**config.mk**
```make
export PLATFORM = sky130hd
export DESIGN_NAME = flt_regctrl
export DESIGN_NICKNAME = d
export VERILOG_FILES = /design/src/rtl/flt_regctrl.sv
export SDC_FILE = /design/constraint.sdc
export NUM_CORES = 1
export LEC_CHECK = 0
export BUFFER_PORTS_ARGS = -buffer_cell sky130_fd_sc_hd__buf_2
export CAP_MARGIN = 20
export CORE_ASPECT_RATIO = 0.8
export CORE_MARGIN = 8
export CORE_UTILIZATION = 45
export DETAILED_ROUTE_END_ITERATION = 10
export GPL_ROUTABILITY_DRIVEN = 1
export PLACE_DENSITY = 0.75
export SYNTH_ARGS = -nofsm -noshare
export SYNTH_HDL_FRONTEND = slang
export SYNTH_SLANG_ARGS = --single-unit
```
**constraint.sdc**
```tcl
create_clock -name ACLK -period 1.8 [get_ports ACLK]
set_input_delay 0.36 -clock ACLK [delete_from_list [all_inputs] [get_ports ACLK]]
set_output_delay 0.36 -clock ACLK [all_outputs]
set_load 0.01 [all_outputs]
```
**src/rtl/flt_regctrl.sv**
```systemverilog
// flt_regctrl: register-bus responder and run controller for the filter block.
// Decodes the FLTCTRL..FLTCOLOR window, holds the programming registers, launches
// the filter core and tracks busy/done with a level interrupt.
// Optional feature macro: FLT_TIMEOUT_EN adds a RUN watchdog and FLTSTAT bit1 sticky.
module flt_regctrl #(
    parameter logic [15:0] BASE_ADDR      = 16'h4000,
    parameter logic [23:0] TIMEOUT_CYCLES = 24'hFF_FFFF
) (
    input  logic        ACLK,
    input  logic        ARESETN,
    input  logic [15:0] WRADDR,
    input  logic [3:0]  BYTEEN,
    input  logic        WREN,
    input  logic [31:0] WDATA,
    input  logic [15:0] RDADDR,
    input  logic        RDEN,
    output logic [31:0] RDATA,
    output logic        FLT_IRQ,
    output logic        core_start,
    output logic [31:0] core_src,
    output logic [31:0] core_frm,
    output logic [2:0]  core_color,
    input  logic        core_done
);

    localparam logic [15:0] ADDR_CTRL  = BASE_ADDR + 16'h0000;
    localparam logic [15:0] ADDR_STAT  = BASE_ADDR + 16'h0004;
    localparam logic [15:0] ADDR_INT   = BASE_ADDR + 16'h0008;
    localparam logic [15:0] ADDR_SRC   = BASE_ADDR + 16'h000c;
    localparam logic [15:0] ADDR_FRM   = BASE_ADDR + 16'h0010;
    localparam logic [15:0] ADDR_COLOR = BASE_ADDR + 16'h0014;

    typedef enum logic {StIdle, StRun} state_e;

    state_e      state_q, state_d;
    logic        irq_en_q, irq_en_d;
    logic        done_q, done_d;
    logic        tmo_q, tmo_d;
    logic [31:0] src_q, src_d;
    logic [31:0] frm_q, frm_d;
    logic [2:0]  color_q, color_d;
    logic [31:0] rd_val;
    logic        start;
    logic        finish;
    logic        timeout_hit;

    logic wr_ctrl, wr_int, wr_src, wr_frm, wr_color;
    assign wr_ctrl  = WREN && (WRADDR == ADDR_CTRL);
    assign wr_int   = WREN && (WRADDR == ADDR_INT);
    assign wr_src   = WREN && (WRADDR == ADDR_SRC);
    assign wr_frm   = WREN && (WRADDR == ADDR_FRM);
    assign wr_color = WREN && (WRADDR == ADDR_COLOR);

`ifdef FLT_TIMEOUT_EN
    logic [23:0] cnt_q, cnt_d;

    // Watchdog counter: cleared on launch, counts each RUN cycle.
    always_comb begin
        cnt_d = cnt_q;
        if (start) begin
            cnt_d = '0;
        end else if (state_q == StRun) begin
            cnt_d = cnt_q + 24'd1;
        end
    end

    // A real completion in the same cycle takes precedence over the watchdog.
    assign timeout_hit = (state_q == StRun) && !core_done && (cnt_q + 24'd1 == TIMEOUT_CYCLES);

    // Watchdog counter register.
    always_ff @(posedge ACLK) begin
        if (!ARESETN) cnt_q <= '0;
        else          cnt_q <= cnt_d;
    end
`else
    logic unused_timeout_cycles;
    assign unused_timeout_cycles = ^TIMEOUT_CYCLES;
    assign timeout_hit = 1'b0;
`endif

    // FSM next state; a start is only honoured while idle.
    always_comb begin
        state_d = state_q;
        start   = 1'b0;
        finish  = 1'b0;
        case (state_q)
            StIdle: begin
                if (wr_ctrl && BYTEEN[0] && WDATA[0]) begin
                    start   = 1'b1;
                    state_d = StRun;
                end
            end
            StRun: begin
                if (core_done || timeout_hit) begin
                    finish  = 1'b1;
                    state_d = StIdle;
                end
            end
            default: state_d = StIdle;
        endcase
    end

    // Programming register updates; the done-flag set is applied after W1C so set wins.
    always_comb begin
        irq_en_d = irq_en_q;
        done_d   = done_q;
        tmo_d    = tmo_q;
        src_d    = src_q;
        frm_d    = frm_q;
        color_d  = color_q;
        for (int b = 0; b < 4; b++) begin
            if (wr_src && BYTEEN[b]) src_d[8*b +: 8] = WDATA[8*b +: 8];
            if (wr_frm && BYTEEN[b]) frm_d[8*b +: 8] = WDATA[8*b +: 8];
        end
        src_d[1:0] = 2'b00;
        frm_d[1:0] = 2'b00;
        if (wr_color && BYTEEN[0]) color_d = WDATA[2:0];
        if (wr_int && BYTEEN[0]) begin
            irq_en_d = WDATA[0];
            if (WDATA[1]) begin
                done_d = 1'b0;
                tmo_d  = 1'b0;
            end
        end
        if (finish) done_d = 1'b1;
        if (timeout_hit) tmo_d = 1'b1;
    end

    // Read-data decode from current register contents.
    always_comb begin
        rd_val = '0;
        case (RDADDR)
            ADDR_STAT:  rd_val = {30'b0, tmo_q, state_q == StRun};
            ADDR_INT:   rd_val = {30'b0, done_q, irq_en_q};
            ADDR_SRC:   rd_val = src_q;
            ADDR_FRM:   rd_val = frm_q;
            ADDR_COLOR: rd_val = {29'b0, color_q};
            default:    rd_val = '0;
        endcase
    end

    // State, registers and registered outputs.
    always_ff @(posedge ACLK) begin
        if (!ARESETN) begin
            state_q    <= StIdle;
            irq_en_q   <= 1'b0;
            done_q     <= 1'b0;
            tmo_q      <= 1'b0;
            src_q      <= '0;
            frm_q      <= '0;
            color_q    <= '0;
            RDATA      <= '0;
            FLT_IRQ    <= 1'b0;
            core_start <= 1'b0;
            core_src   <= '0;
            core_frm   <= '0;
            core_color <= '0;
        end else begin
            state_q    <= state_d;
            irq_en_q   <= irq_en_d;
            done_q     <= done_d;
            tmo_q      <= tmo_d;
            src_q      <= src_d;
            frm_q      <= frm_d;
            color_q    <= color_d;
            FLT_IRQ    <= irq_en_q & done_q;
            core_start <= start;
            if (RDEN) RDATA <= rd_val;
            // Core-facing copies only move on a launch.
            if (start) begin
                core_src   <= src_q;
                core_frm   <= frm_q;
                core_color <= color_q;
            end
        end
    end

endmodule

```
# After elaboration in Yosys (flattened, before gate mapping)
# Index checks and enable logic that the tools add are counted.
# Widths: inputs -> output; s select.
[op_classes]
n_eq_ne = 10
bitwise = 2
n_reduce_logical = 20
n_mux = 10
[op_table]
columns = ["op", "count"]
rows = [
  ["$eq 16x15->1 const B", 10],
  ["$pmux 32 s5", 1],
  ["$logic_and 1x1->1", 17],
  ["$mux 1", 8],
  ["$reduce_bool 2->1", 2],
  ["$pmux 1 s2", 1],
  ["$reduce_and 2->1", 1],
  ["$and 1x1->1", 1],
  ["$not 1->1", 1],
]
[totals]
input_bits = 73
output_inout_bits = 101
elab_cells = 62
regBits = 171

# Depth between registers and ports, before layout
# Gate-level depths: netlist of the first run.
[logic_depth]
depth_word = 6
depth_mapped = 7
depth_no_buf = 4

# Least setup slack after synthesis of the first run
# No wires, ideal clock.
[synth_timing]
path_type = "input to register"
startpoint = "in WRADDR[5]"
endpoint = "reg core_color[2]"
path_stages = 6
setup_ns = 0.072
path_slack_ns = 0.083
t_required_ns = 1.728
arrival_time_ns = 1.645
path_buffers = 2
cell_sequence = "nor4b_4 -> nand4_4 -> nor4_2 -> buf_6 -> buf_12 -> mux2i_1"
[synth_via]
elab_chain_cells = 6
[synth_lines]
columns = ["element", "line", "source"]
rows = [
  ["from (decl)", "11", "input logic [15:0] WRADDR,"],
  ["$eq 16x15->1", "48", "assign wr_ctrl = WREN && (WRADDR == ADDR_CTRL);"],
  ["$logic_and 1x1->1", "48", ""],
  ["$logic_and 1x1->1 (2 in a row)", "88", "if (wr_ctrl && BYTEEN[0] && WDATA[0]) begin"],
  ["$mux 1", "88", ""],
  ["$mux 1", "86", "case (state_q)"],
  ["to (signal assigned)", "173", "core_color <= color_q;"],
  ["to (decl)", "22", "output logic [2:0] core_color,"],
]
# No other way between the ends.
# A chain may end at the register's enable or synchronous reset.

# Worst setup path in the final report of the first run
[layout_timing]
startpoint = "in WRADDR[5]"
endpoint = "reg core_frm[14]"
[layout_via]
elab_chain_cells = 6
[layout_lines]
columns = ["element", "line", "source"]
rows = [
  ["$eq 16x15->1", "48", ""],
  ["$logic_and 1x1->1", "48", ""],
  ["$logic_and 1x1->1 (2 in a row)", "88", ""],
  ["$mux 1", "88", ""],
  ["$mux 1", "86", ""],
  ["to (signal assigned)", "172", "core_frm <= frm_q;"],
  ["to (decl)", "21", "output logic [31:0] core_frm,"],
]
# No other way between the ends.

==> flow_summary.ini, run 1 <==
[global_routing]
grtUsageTotal = 0.1842
grt_overflow = 0
grt_max_degree = 102
grt_pass1_vias = 5213
grt_antenna_before_repair = 0
grt_pass1_wl_mm = 26.72

[route]
drtAntennaViolNets = 0
firstDrtPassIters = 4
dr_total_vias = 5020
viasPerCell = 5.102
route.detailed.drc = 0
drtIter0Drc = 203
wire_per_inst_um = 17.17
drt-total-wl_mm = 16.90

[synthesis]
synth-seq-cells = 163
yosysSeqAreaShare = 0.5087
synth_area_per_cell_um2 = 10.33
synth_top_area_share = 0.5087
syn-cell-area_um2 = 6415
async_reset_ff_frac = 0
synth_cell_types = 38
ys_top_cells_by_area = dfxtp_1, mux2i_1, nand2_1
synthTopCellsByCount = dfxtp_1, nand2_1, mux2i_1
syn_inst = 621
synth_edf_count = 0
ys.flop_type = dfxtp_1
yosysWarnings = 0
yosys.area.top_type = dfxtp_1

[cts]
ctsHoldBuffers = 0
cts_sinks = 163
cts_tree = done
ctsHtreeMaxLevel = 4
ctsLongestPathBuffers = 2
insertion_delay_ns = 0.42
post_cts_resized = 0
cts_buffers = 17
cts_root_buffer = clkbuf_16
cts_setup_buffers = 0
clk_pin_slew_ns = 0.06

[placed_design]
dp.cells = 952
portBuffers = 169
routabilityCongestion = 0.7893
dpl.hpwl_mm = 11.94
dpl_cell_area_um2 = 7551

[timing]
setup-violations-final = 0
drv_slew = 0
finalHoldViolCount = 0
whs_ns = 0.1490
fin_skew_ns = 0.005904
period_share = 0.8639
worst_pin_slew_ns = 0.8925
fmax_mhz = 643.1
period_needed_ns = 1.555
rsz0062_at_grt = no
relSlewSlack = 0.4036

[critical_path]
critical_path_arrival_ns = 1.89
cp-start-kind = primary input
end_kind = register
cp.required_ns = 2.13
critPathKind = primary input to register
cp_max_fo = 17

[power]
p_clk_frac = 0.472
ir_drop_mv = 0.5994
combPwrFrac = 0.037
p_leak_nw = 3.353
power_switching_mw = 1.677
p_per_area_nw_per_um2 = 903.5
sw_frac_of_total = 0.2286
power.internal_mw = 5.658
seqPwrFrac = 0.492

[finish]
diodes = 0
finalInstanceArea_um2 = 8119
n_fill_cell = 1208
drive_gt1_frac = 0.2950
layoutNonFillerInstCount = 984
syn_to_final_growth_pct = 26.57
nets = 860

[worst_hold_path]
hold_path_class = primary input to register

[floorplanning]
fp.dieArea_um2 = 18360
chipHeight_um = 122.8
initial_utilization = 0.4549
core-area_um2 = 14100
die_w_um = 149.5
ios = 174
rows = 39

[job]
cap_violations = 0

[outcome]
status = finished, final reports clean
[power by group through the flow]
| stage | registers [mW] | clock network (mW) | logic, mW |
|---|---|---|---|
| after floorplan | 3.69 | 0 | 0.129 |
| after detailed placement | 3.69 | 0 | 0.269 |
| after global routing | 3.60 | 3.69 | 0.296 |
| after global placement | 3.69 | 0 | 0.267 |
| after CTS | 3.61 | 3.53 | 0.271 |
| final | 3.61 | 3.46 | 0.271 |
[path summary, 6_finish.rpt]
path,depth (start not counted),end,start,slack (ns)
worst max-delay path,7,core_frm[14],WRADDR[5],0.24
worst min-delay path,2,done_q,WDATA[1],0.15
worst max register to register,5,core_frm[14],state_q,0.33
worst min register to register,2,core_frm[24],core_frm[24],0.45
[state kept, by name (all words and copies together) (netlist names)]
register,flops
core_src,30
core_color,3
irq_en_q,1
core_start,1
done_q,1
FLT_IRQ,1
src_q,30
core_frm,30
RDATA,32
frm_q,30
color_q,3
state_q,1
[final cells by class]
class | count | area [µm²] | share of cell area
clock inverters | 14 | 128.9 | 0.01587
repair buffers | 194 | 1199 | 0.1476
inverters | 3 | 11.26 | 0.001387
flip-flops and latches | 163 | 3263 | 0.4019
well taps | 184 | 230.2 | 0.02836
multi-input cells | 408 | 2848 | 0.3507
clock buffers | 18 | 439.2 | 0.05409
[cell usage in the layout, fill, tap and decap left out, drive strengths merged, types with 4 or more instances in the layout]
| cell type | n |
|---|---|
| nand2 | 163 |
| conb | 4 |
| inv | 7 |
| mux2i | 128 |
| nor2 | 8 |
| clkinv | 7 |
| clkbuf | 18 |
| a22o | 61 |
| nor3 | 5 |
| and3 | 9 |
| buf | 194 |
| dfxtp | 163 |
[layer usage]
| metal | wire [µm] | GRT usage | up-vias |
|---|---|---|---|
| met5 | 0 | 0 | - |
| met4 | 221 | 0.06167 | 0 |
| met3 | 966 | 0.05158 | 18 |
| met2 | 7794 | 0.2955 | 143 |
| met1 | 7918 | 0.2353 | 2363 |
| li1 | - | - | 2496 |
[stage by stage]
| step | total power [mW] | setup WS [ns] | utilization | TNS [ns] |
|---|---|---|---|---|
| 6_report | 7.335 | 0.2450 | 0.5757 | 0 |
| 5_1_grt | 7.588 | 0.1956 | 0.5757 | 0 |
| 4_1_cts | 7.405 | 0.2409 | 0.5757 | 0 |
| 3_5_place_dp | 3.957 | -0.1518 | 0.5354 | -7.082 |
| 3_3_place_gp | 3.954 | -0.09549 | 0.5354 | -4.308 |
| 2_1_floorplan | 3.816 | 0.08296 | - | 0 |
[cells by family after synthesis]
kind of cell / share of synthesized area
AND/OR/NAND/NOR: 0.1480
flip-flops: 0.5087
multiplexers: 0.1997
AO/OA/AOI/OAI: 0.09089
buffers and inverters: 0.05208
other: 0.0005846
[critical path, cell delays in order]
cell	delay, ns
buf_2	0.11
nor4b_4	0.34
nand4_4	0.15
nor4_4	0.29
buf_4	0.22
buf_12	0.18
mux2i_1	0.22
(Power assumes the default switching activity.)
==> run 2, diff against run 1 <==
- clock period: 1.8 -> 1.45 ns (I/O delays scaled with it)
==> run 2 against run 1 <==
Net effect:
- non-clock buffer count increased by 17
- power increased by 28%
- global-route usage decreased by 0.35 points
- hold slack got worse by 0.046 ns
- via count increased by 2.1%
- largest power group is now the clock network
- largest cell class unchanged
- first-iteration DRC count increased by 21%
- the run now ends with setup timing left
- sequential share of layout area decreased by 1.5 points
- critical endpoint is now core_src[16]
- clock skew increased by 0.0034 ns
- critical path type unchanged
- sequential cell count unchanged
==> flow_summary.ini, run 2 (same netlist as run 1, synthesis figures left out) <==
[timing]
worst_pin_slew_ns = 0.8877
fmax_mhz = 655.9
setup-violations-final = 63
rsz0062_at_grt = yes
finalHoldViolCount = 0
relSlewSlack = 0.4068
period_needed_ns = 1.525
fin_skew_ns = 0.009254
drv_slew = 0
period_share = 1.051
timing.final.ws_setup_ns = -0.07465

[floorplanning]
initial_utilization = 0.4549
fp.dieArea_um2 = 18360
core-area_um2 = 14100
chipHeight_um = 122.8
ios = 174
die_w_um = 149.5
rows = 39

[finish]
final_common_cell = buf_2
diodes = 0
syn_to_final_growth_pct = 31.60
drive_gt1_frac = 0.3067
nets = 877
finalInstanceArea_um2 = 8442
final_cell_mix = buf_2, dfxtp_1, nand2_1, mux2i_1, a22o_1
largest_reg_flops = 32
top_register = RDATA
layoutNonFillerInstCount = 999

[critical_path]
cp_max_fo = 5
slowest_stage = nor4b_4
critical_path_arrival_ns = 1.85
cpPeakStageDelay_ns = 0.32
end_kind = register
crit_chain = buf_2 -> nor4b_4 -> nand4_4 -> nor4_4 -> buf_4 -> clkbuf_16 -> buf_16 -> mux2i_2
cp-start-kind = primary input
critPathKind = primary input to register
r2r_cells = 6
cp.required_ns = 1.78

[global_routing]
use_met1 = 0.2315
grt_overflow = 0
use_met2 = 0.2874
grtUsageTotal = 0.1807
busiest_layer = met2
grt_pass1_wl_mm = 26.13
use_met3 = 0.05564
grt_pass1_vias = 5071
grt_max_degree = 121
grt_antenna_before_repair = 1

[cts]
cts_buffers = 17
clk_pin_slew_ns = 0.06
ctsHoldBuffers = 0
ctsHtreeMaxLevel = 4
cts_sinks = 163
ctsLongestPathBuffers = 2
cts_root_buffer = clkbuf_16
insertion_delay_ns = 0.42
cts_tree = done

[placed_design]
routabilityCongestion = 0.8054
dpl_cell_area_um2 = 7651
dp.cells = 962
portBuffers = 169
dpl.hpwl_mm = 12.00

[power]
combPwrFrac = 0.038
sw_frac_of_total = 0.2093
ir_drop_mv = 0.8301
seqPwrFrac = 0.475
p_per_area_nw_per_um2 = 1117
p_leak_nw = 3.499
power.internal_mw = 7.452
p_clk_frac = 0.486
power_switching_mw = 1.973

[route]
route.detailed.drc = 0
firstDrtPassIters = 4
viasPerCell = 5.129
dr_total_vias = 5124
wire_per_inst_um = 17.23
drtIter0Drc = 246
drt-total-wl_mm = 17.21
drtAntennaViolNets = 0

[job]
cap_violations = 0

[worst_hold_path]
hold_path_class = primary input to register
whs_path_depth = 2

[outcome]
status = finished with violations
violations = setup timing
## run 2: final timing paths
check                                   from      endpoint  slack, ns
worst min-delay path                WDATA[1]        done_q       0.10
worst max register to register       state_q  core_src[16]       0.03
worst max-delay path               WRADDR[5]  core_src[16]      -0.07
worst min register to register  core_frm[14]  core_frm[14]       0.46
## run 2: per-layer routing
| metal | wire, µm | up-vias |
|---|---|---|
| li1 | - | 2523 |
| met5 | 13 | - |
| met4 | 132 | 2 |
| met1 | 8147 | 2444 |
| met2 | 7877 | 142 |
| met3 | 1042 | 13 |
## run 2: final cells by class
class,count,area (µm²)
sequential,163,3263
clock buffer,22,474.2
fill,1182,5660
timing repair buffer,211,1485
multi-input combinational,408,2853
tap,184,230.2
clock inverter,8,125.1
inverter,3,11.26
## run 2: power by group through the flow
stage	clock network [mW]	logic (mW)	registers [mW]
5_1_grt	4.87	0.393	4.47
3_3_place_gp	0	0.358	4.58
3_5_place_dp	0	0.358	4.58
4_1_cts	4.65	0.359	4.48
2_1_floorplan	0	0.160	4.58
6_report	4.59	0.363	4.48
## run 2: timing repair
item | in CTS | in global routing
setup endpoints to repair | 3 | 62
setup buffers | 0 | 2
cloned | 0 | 5
gates resized for setup | 0 | 11
pin swaps | 1 | 3
## run 2: critical path, delay by kind of cell
kind	cells	cell delay [ns]
muxes	1	0.21
and+or+nand+nor	3	0.75
buffers and inverters	4	0.60
## run 2: metrics by stage
stage	util	hold slack (ns)	setup slack, ns	power, mW	setup TNS [ns]
2_1_floorplan	-	0.3997	-0.1970	4.737	-12.76
4_1_cts	0.5850	0.08236	-0.02179	9.488	-0.04199
5_1_grt	0.5986	0.09198	-0.1386	9.732	-6.907
3_5_place_dp	0.5425	0.4449	-0.4632	4.935	-47.90
6_report	0.5986	0.1025	-0.07465	9.425	-1.975
3_3_place_gp	0.5425	0.4405	-0.3728	4.935	-41.39
